<file path="src/rtl/jpeg_quant_zigzag.sv">
// jpeg_quant_zigzag: quantises column-major 8x8 DCT blocks with the JPEG luminance table and
// replays them in zigzag order from a ping-pong buffer. Define QZ_ROUND_EN for rounded division.
module jpeg_quant_zigzag (
  input  logic        clk,
  input  logic        rst,
  input  logic        ena,
  input  logic [14:0] coef,
  input  logic        coef_valid,
  output logic [11:0] out,
  output logic        out_valid,
  output logic        out_last
);

  // round(65536 / Q[n]) for the luminance table, natural (row-major) index n = 8*v + u
  localparam logic [12:0] RecipTable [64] = '{
    13'd4096, 13'd5958, 13'd6554, 13'd4096, 13'd2731, 13'd1638, 13'd1285, 13'd1074,
    13'd5461, 13'd5461, 13'd4681, 13'd3449, 13'd2521, 13'd1130, 13'd1092, 13'd1192,
    13'd4681, 13'd5041, 13'd4096, 13'd2731, 13'd1638, 13'd1150, 13'd950,  13'd1170,
    13'd4681, 13'd3855, 13'd2979, 13'd2260, 13'd1285, 13'd753,  13'd819,  13'd1057,
    13'd3641, 13'd2979, 13'd1771, 13'd1170, 13'd964,  13'd601,  13'd636,  13'd851,
    13'd2731, 13'd1872, 13'd1192, 13'd1024, 13'd809,  13'd630,  13'd580,  13'd712,
    13'd1337, 13'd1024, 13'd840,  13'd753,  13'd636,  13'd542,  13'd546,  13'd649,
    13'd910,  13'd712,  13'd690,  13'd669,  13'd585,  13'd655,  13'd636,  13'd662
  };

  localparam logic [5:0] ZigzagTable [64] = '{
    6'd0,  6'd1,  6'd8,  6'd16, 6'd9,  6'd2,  6'd3,  6'd10,
    6'd17, 6'd24, 6'd32, 6'd25, 6'd18, 6'd11, 6'd4,  6'd5,
    6'd12, 6'd19, 6'd26, 6'd33, 6'd40, 6'd48, 6'd41, 6'd34,
    6'd27, 6'd20, 6'd13, 6'd6,  6'd7,  6'd14, 6'd21, 6'd28,
    6'd35, 6'd42, 6'd49, 6'd56, 6'd57, 6'd50, 6'd43, 6'd36,
    6'd29, 6'd22, 6'd15, 6'd23, 6'd30, 6'd37, 6'd44, 6'd51,
    6'd58, 6'd59, 6'd52, 6'd45, 6'd38, 6'd31, 6'd39, 6'd46,
    6'd53, 6'd60, 6'd61, 6'd54, 6'd47, 6'd55, 6'd62, 6'd63
  };

  typedef enum logic {StIdle, StRead} state_e;

  logic [5:0]  k_q;
  logic        wbank_q;
  logic        s1_valid_q, s1_sign_q, s1_last_q, s1_bank_q;
  logic [14:0] s1_mag_q;
  logic [5:0]  s1_n_q;
  logic        s2_valid_q, s2_sign_q, s2_last_q, s2_bank_q;
  logic [27:0] s2_prod_q;
  logic [5:0]  s2_n_q;
  logic [27:0] rounded;
  logic [11:0] q_mag, q_val;
  logic [11:0] mem [128];
  logic [1:0]  full_q, full_d;
  state_e      state_q;
  logic [5:0]  z_q;
  logic        rbank_q;
  logic        rd_done;

  // S1 captures magnitude/sign and the transposed index; S2 forms the reciprocal product
  always_ff @(posedge clk) begin
    if (rst) begin
      k_q        <= '0;
      wbank_q    <= 1'b0;
      s1_valid_q <= 1'b0;
      s2_valid_q <= 1'b0;
    end else if (ena) begin
      s1_valid_q <= coef_valid;
      if (coef_valid) begin
        s1_mag_q  <= coef[14] ? (~coef + 15'd1) : coef;
        s1_sign_q <= coef[14];
        s1_n_q    <= {k_q[2:0], k_q[5:3]};
        s1_last_q <= (k_q == 6'd63);
        s1_bank_q <= wbank_q;
        k_q       <= k_q + 6'd1;
        if (k_q == 6'd63) wbank_q <= ~wbank_q;
      end
      s2_valid_q <= s1_valid_q;
      s2_prod_q  <= 28'(s1_mag_q) * 28'(RecipTable[s1_n_q]);
      s2_sign_q  <= s1_sign_q;
      s2_n_q     <= s1_n_q;
      s2_last_q  <= s1_last_q;
      s2_bank_q  <= s1_bank_q;
    end
  end

  always_comb begin
`ifdef QZ_ROUND_EN
    rounded = s2_prod_q + 28'd32768;
`else
    rounded = s2_prod_q;
`endif
    q_mag = 12'(rounded >> 16);
    q_val = s2_sign_q ? (~q_mag + 12'd1) : q_mag;
  end

  always_ff @(posedge clk) begin
    if (!rst && ena && s2_valid_q) mem[{s2_bank_q, s2_n_q}] <= q_val;
  end

  assign rd_done = (state_q == StRead) && (z_q == 6'd63);

  // A bank's last write sets its flag; the reader frees it after the final zigzag read
  always_comb begin
    full_d = full_q;
    if (rd_done) full_d[rbank_q] = 1'b0;
    if (s2_valid_q && s2_last_q) full_d[s2_bank_q] = 1'b1;
  end

  always_ff @(posedge clk) begin
    if (rst) begin
      state_q   <= StIdle;
      z_q       <= '0;
      rbank_q   <= 1'b0;
      full_q    <= '0;
      out       <= '0;
      out_valid <= 1'b0;
      out_last  <= 1'b0;
    end else if (ena) begin
      full_q    <= full_d;
      out_valid <= 1'b0;
      out_last  <= 1'b0;
      unique case (state_q)
        StIdle: begin
          if (full_q[rbank_q]) begin
            state_q <= StRead;
            z_q     <= '0;
          end
        end
        StRead: begin
          out       <= mem[{rbank_q, ZigzagTable[z_q]}];
          out_valid <= 1'b1;
          out_last  <= (z_q == 6'd63);
          z_q       <= z_q + 6'd1;
          if (z_q == 6'd63) begin
            rbank_q <= ~rbank_q;
            if (!full_q[~rbank_q]) state_q <= StIdle;
          end
        end
        default: state_q <= StIdle;
      endcase
    end
  end

  // The first write of a new block may share an edge with the final read of that bank
  assert property (@(posedge clk) disable iff (rst)
    (ena && s2_valid_q) |-> (!full_q[s2_bank_q] || (rd_done && (rbank_q == s2_bank_q))));

endmodule

</file>
<file path="config.mk">
export PLATFORM = sky130hd
export DESIGN_NAME = jpeg_quant_zigzag
export DESIGN_NICKNAME = d
export VERILOG_FILES = /design/src/rtl/jpeg_quant_zigzag.sv
export SDC_FILE = /design/constraint.sdc
export NUM_CORES = 2
export LEC_CHECK = 0
export CAP_MARGIN = 20
export CORE_MARGIN = 2
export CORE_UTILIZATION = 35
export DETAILED_ROUTE_END_ITERATION = 16
export SYNTH_ARGS = -nofsm -noshare
export SYNTH_HDL_FRONTEND = slang
export SYNTH_SLANG_ARGS = --single-unit
</file>
<file path="constraint.sdc">
create_clock -name clk -period 20.6 [get_ports clk]
set_clock_uncertainty 0.2 [all_clocks]
set_input_delay 3.09 -clock clk [delete_from_list [all_inputs] [get_ports clk]]
set_output_delay 3.09 -clock clk [all_outputs]
set_load 0.02 [all_outputs]
</file>
## Word level (Yosys, flattened, before mapping)

Memories as Yosys holds them, arrays and structs flattened. A register that Yosys moved wholly into a read port is not among the register bits.
Index checks and enable logic that the tools add are counted.

| word-level totals | value |
|---|---|
| bits in registers | 82 |
| latch bits | 0 |
| bits in writable memories | 1536 |
| memory bits (read-only) | 1216 |
| bits of input ports | 19 |
| output and inout bits | 14 |
| logic and storage cells | 90 |
| memories kept | 3 |

| operators by class | value |
|---|---|
| add/sub/neg operators | 4 |
| multipliers | 1 |
| div/mod/pow operators | 0 |
| $lt $le $gt $ge | 7 |
| equal/unequal tests | 3 |
| shifts and indexed selects | 0 |
| multiplexer cells | 26 |
| bitwise logic cells | 11 |
| reductions and logical operators | 14 |

Memory list:

| name | words | bits a word | read ports | clocked after Yosys merged registers in | wr ports | line | text |
|---|---|---|---|---|---|---|---|
| mem | 128 | 12 | 1 | 1 | 1 | 49 | `logic [11:0] mem [128];` |
| (name not given) | 64 | 13 | 1 | 0 | 0 | 75 | `s2_prod_q <= 28'(s1_mag_q) * 28'(RecipTable[s1_n_q]);` |
| (name not given) | 64 | 6 | 1 | 0 | 0 | 127 | `out <= mem[{rbank_q, ZigzagTable[z_q]}];` |

Operators by type and width:

| operator | number |
|---|---|
| 15-bit by 13-bit multiplier with 28-bit output | 1 |
| 13-bit two-way mux | 2 |
| 6-bit two-way mux | 3 |
| 15-bit by 1-bit adder with 15-bit output (second input constant) | 1 |
| 15-bit NOT | 1 |
| 7-bit greater-or-equal comparator (second input constant) | 2 |
| 14-bit two-way mux | 1 |
| 6-bit NOT with 7-bit output | 2 |
| 1-bit two-way mux | 13 |
| 12-bit by 1-bit adder with 12-bit output (second input constant) | 1 |
| 6-bit by 1-bit adder with 6-bit output (second input constant) | 2 |
| 6-bit equality test (second input constant) | 2 |
| 12-bit two-way mux | 1 |
| 12-bit NOT | 1 |
| 6-bit case mux with 2 select lines | 1 |
| 3-bit AND reduction | 3 |
| 2-bit AND reduction | 4 |
| 1-bit logical AND | 6 |
| 1-bit by 2-bit < comparator with 1-bit output (second input constant) | 3 |
| 2-bit two-way mux | 2 |
| 1-bit NOT | 4 |
| 2-bit bitwise AND | 1 |
| 1-bit demux with 1-bit select | 2 |
| 1-bit greater-or-equal comparator (second input constant) | 2 |
| 5 further kinds | 5 |

## Logic depth before layout (Yosys ltp)

| depth | value |
|---|---|
| depth after elaboration | 9 |
| gate-level depth with buffers | 31 |
| mapped depth without buffers | 28 |

## Worst setup path before layout

No wires, ideal clock.

| timing path | value |
|---|---|
| path kind | register to register |
| from | register s1_n_q[0] |
| to | register s2_prod_q[26], in the netlist rounded[26], data pin |
| library setup time | 0.258 ns |
| arrival time | 7.031 ns |
| data required time | 20.142 ns |
| setup slack | 13.111 ns |
| cell stages (with the launch flop) | 28 |
| path buffers | 3 |
| period minus slack after synthesis | 7.489 ns |
| path through | edfxtp_1 clkbuf_1 inv_1 ha_1 clkbuf_1 or2_2 mux4_2 mux4_2 clkbuf_1 nand2_1 fa_1 fa_1 inv_1 fa_1 fa_1 inv_1 fa_1 inv_1 ha_1 nand4_1 nor2_1 nand4_1 nor2_1 and4_1 o21ai_0 o311ai_0 a21oi_1 xnor2_1 |

| on the way | value |
|---|---|
| longest elaborated chain between the ends | 5 |

RTL lines:

| element | line | text |
|---|---|---|
| start: declaration | 43 | `logic [5:0] s1_n_q;` |
| start signal: assignment | 68 | `s1_n_q <= {k_q[2:0], k_q[5:3]};` |
| 6-bit NOT with 7-bit output (not written as such) | 75 |  |
| memory read 64 x 13 bit | -- |  |
| 13-bit two-way mux (not written as such) (2 in series) | 75 |  |
| 15-bit by 13-bit multiplier with 28-bit output | 75 |  |
| end signal: assignment | 75 |  |
| end: declaration | 45 | `logic [27:0] s2_prod_q;` |

Every way passes these cells. The select of a mux whose other input is x is not followed.
A chain may end at the register's enable or synchronous reset.

## Worst setup path after layout

| timing path | value |
|---|---|
| from | register s1_n_q[1] |
| to | register s2_prod_q[27], in the netlist rounded[27], data pin |

The elaborated chain is that of the path after synthesis.

==> results.txt <==
Clock tree sinks -> 1,614
Top_reg_cell synth -> edfxtp_1
Post-route non-filler standard cell count -> 7,773
Placed Cells incl. Taps -> 7,439
Die width -> 458 um
Final nets -> 5,205
Post-CTS setup repair buffer count -> 0
GRT overflow -> 0
CP peak stage delay -> 0.74 ns
DR vias/cell -> 5.57
GRT Overall Usage -> 0.178
Final Hold Vio Count -> 0
RSZ-0062 raised after global routing -> no
Die H -> 458 um
Status -> complete, no violations
Drt wl/cell -> 24.6 um
Num ports -> 33
Post-Synthesis Cells -> 4,857
VDD IR-drop max -> 0.163 mV
Worst Tran Pin Value -> 1.12 ns
Yosys cell types -> 100
Die ar. -> 210,000 um^2
Min-Delay Path Class -> flop to flop
Synth area leaders -> edfxtp_1 (66%), fa_1 (3.9%), mux4_2 (3.5%), mux2i_1 (2.7%), nand2_1 (2.4%)
Worst EP arrival -> 8.65 ns
Crit-path slowest cell -> edfxtp_1
Final worst-path cycle share -> 0.404
Vias in the first global route -> 42.0k
H-tree levels -> 4
Sequential area share after synthesis -> 0.666
Cell count along the critical path -> 24
Reg2Reg Depth -> 24
CTS resizes -> 0
CP cell instances -> inv_1 > ha_1 > or2_2 > mux4_2 > mux4_2 > nand2_1 > fa_1 > fa_1 > inv_1 > fa_1 > fa_1 > inv_1 > fa_1 > inv_1 > ha_1 > a21o_1 > a21oi_1 > o21ai_0 > o2111ai_1 > o211ai_1 > o21ai_0 > o31ai_1 > o41ai_1 > xnor2_1
DRT antenna net count -> 0
DR iter-0 viols -> 4,898
Fraction of layout cells with a size suffix above 1 -> 0.132
Max Freq -> 120 MHz
Pin count of the biggest net entering global routing -> 137
Area share of the largest cell type after synthesis -> 0.657
WP data required -> 20.93 ns
Port buffer count -> 32
Maxcap violations -> 0
Clock buffer depth -> 3
Starting Density -> 0.353
Hold Crit Depth -> 0
DR pass1 iterations -> 6
Initial antenna violation count -> 4
Mapped cell area -> 72,300 um^2
Synth Net Count -> 5,115
DRC -> 0
Relative slew slack -> 0.248
P_leak -> 27.1 nW
Final Max Tran Viols -> 0
Multi-input logic area -> 21,900 um^2
Core Region -> 205,000 um^2
DRT Wirelength -> 191 mm
Area growth syn-to-layout -> 13.0%
CP Class -> flop to flop
Worst-path clk slew -> 0.06 ns
End-of-flow core utilization -> 0.398
Worst skew pair latency -> 0.81 ns
Filler cells -> 18.6k
First-pass GRT wire length -> 282 mm
TritonCTS clock tree -> done
Power Density -> 102 nW/um^2
GP Congestion -> 0.873
Detailed Place HPWL -> 113 mm
Min cycle time layout -> 8.33 ns
Register-to-Register Setup Slack -> 12.27 ns
CP Capture Type -> flop
CTS Buf Count -> 168
CP Buf/Inv Count -> 4
CTS root buffer -> clkbuf_16
# setup viols final -> 0
Yosys top cell by area -> edfxtp_1
Via count -> 43.3k
CTS hold repair buffers -> 0
Sequential Area -> 48,100 um^2
Top Family by Delay on Critical Path -> adder cells
CP most frequent cell -> fa_1
Startpoint types -> flop
Inserted Diodes -> 0
Async set-reset flop share out of synthesis -> 0
Core Rows -> 166
Synth warn -> 0
Setup TNS -> 0 ns
Syn Area/Cell -> 14.9 um^2
Post-synth EDFFs -> 1,581
Crit path max fanout -> 17
Synth Register Bits -> 1,614
cell usage after synthesis, drive strengths merged, types with 27 or more instances:
| cell type | instances |
|---|---|
| edfxtp | 1581 |
| nand2 | 455 |
| inv | 198 |
| nand3 | 197 |
| mux2i | 195 |
| nor2 | 191 |
| clkbuf | 173 |
| buf | 166 |
| a211oi | 151 |
| fa | 142 |
| and3 | 137 |
| mux4 | 116 |
| o21ai | 111 |
| a21oi | 103 |
| and2 | 103 |
| ha | 97 |
| a22oi | 62 |
| a32oi | 50 |
| o211ai | 50 |
| mux2 | 46 |
| a311oi | 42 |
| a311o | 35 |
| dfxtp | 33 |
| xnor2 | 32 |
| nor4 | 27 |
cell families (layout without fill, tap and decap cells):
kind of cell	count (synthesis)	count (layout)	share of synthesized area
XOR/XNOR	42	42	0.00519
buffers and inverters	538	766	0.0345
AO/OA/AOI/OAI	805	805	0.0823
adder cells (fa/ha/maj)	239	239	0.0561
AND/OR/NAND/NOR	1262	1262	0.0854
flip-flops	1614	1614	0.666
multiplexers	357	357	0.0705
cell type report:
class                   instances  share of cell area
well taps                    2688              0.0412
flip-flops and latches       1614               0.589
inverters                     199             0.00915
clock inverters                92             0.00977
clock buffers                 216              0.0549
multi-input cells            2705               0.268
repair buffers                259              0.0274
metrics by stage:
| stage | total power, W | setup WS (ns) | cell area (um^2) | hold slack [ns] |
|---|---|---|---|---|
| 2_1_floorplan | 0.00504 | 13.11 | 72300 | 0.200 |
| 3_3_place_gp | 0.00542 | 12.29 | 75800 | 0.214 |
| 4_1_cts | 0.00836 | 12.32 | 81400 | 0.237 |
| 5_1_grt | 0.00865 | 11.83 | 81700 | 0.258 |
| 6_report | 0.00832 | 12.27 | 81700 | 0.233 |
| 3_5_place_dp | 0.00547 | 12.34 | 76100 | 0.227 |
flip-flops by register name, indices dropped and copies added, names as in the netlist, 2 cells and up:
| register | cells |
|---|---|
| mem | 1536 |
| full_q | 2 |
| s1_n_q | 6 |
| s2_n_q | 6 |
| out | 12 |
| z_q | 6 |
| k_q | 6 |
| rounded | 12 |
| s1_mag_q | 15 |
worst reg2reg max path, cell delays in order, from the launching register on:
cell	delay (ns)
edfxtp_1	0.74
inv_1	0.25
ha_1	0.43
or2_2	0.38
mux4_2	0.45
mux4_2	0.66
nand2_1	0.18
fa_1	0.43
fa_1	0.54
inv_1	0.05
fa_1	0.44
fa_1	0.50
inv_1	0.05
fa_1	0.48
inv_1	0.04
ha_1	0.29
a21o_1	0.18
a21oi_1	0.13
o21ai_0	0.10
o2111ai_1	0.13
o211ai_1	0.14
o21ai_0	0.56
o31ai_1	0.22
o41ai_1	0.35
xnor2_1	0.14
placed cells by master (no fill, tap or decap), drive strengths merged, types with 33 or more instances in the layout:
cell type and instances:
mux4 116, dfxtp 33, a32oi 50, mux2 46, a211oi 151, o21ai 111, a21oi 103, nand2 455
clkinv 78, o211ai 50, mux2i 195, and3 137, a311oi 42, a22oi 62, ha 97, a311o 35
buf 228, nor2 191, nand3 197, inv 204, fa 142, edfxtp 1581, and2 103, clkbuf 216
final timing paths:
| path | end | start |
|---|---|---|
| setup / recovery | rounded[27] | s1_n_q[1] |
| hold / removal | s2_bank_q | s1_bank_q |
| setup reg to reg | rounded[27] | s1_n_q[1] |
| hold reg to reg | s2_bank_q | s1_bank_q |
where the power goes:
group	internal, W	total [W]	switching, W	leakage, nW
clock	0.00164	0.00291	0.00128	2.58
sequential	0.00410	0.00413	0.0000251	14.5
combinational	0.000351	0.00128	0.000926	9.99
total	0.00609	0.00832	0.00223	27.1
routing by layer:
metal	wire length, um	global-route usage
met5	13	0
met4	4940	0.0511
met2	89600	0.279
met3	13900	0.0271
met1	82700	0.256
No activity file was read; power rests on OpenSTA's default activity.
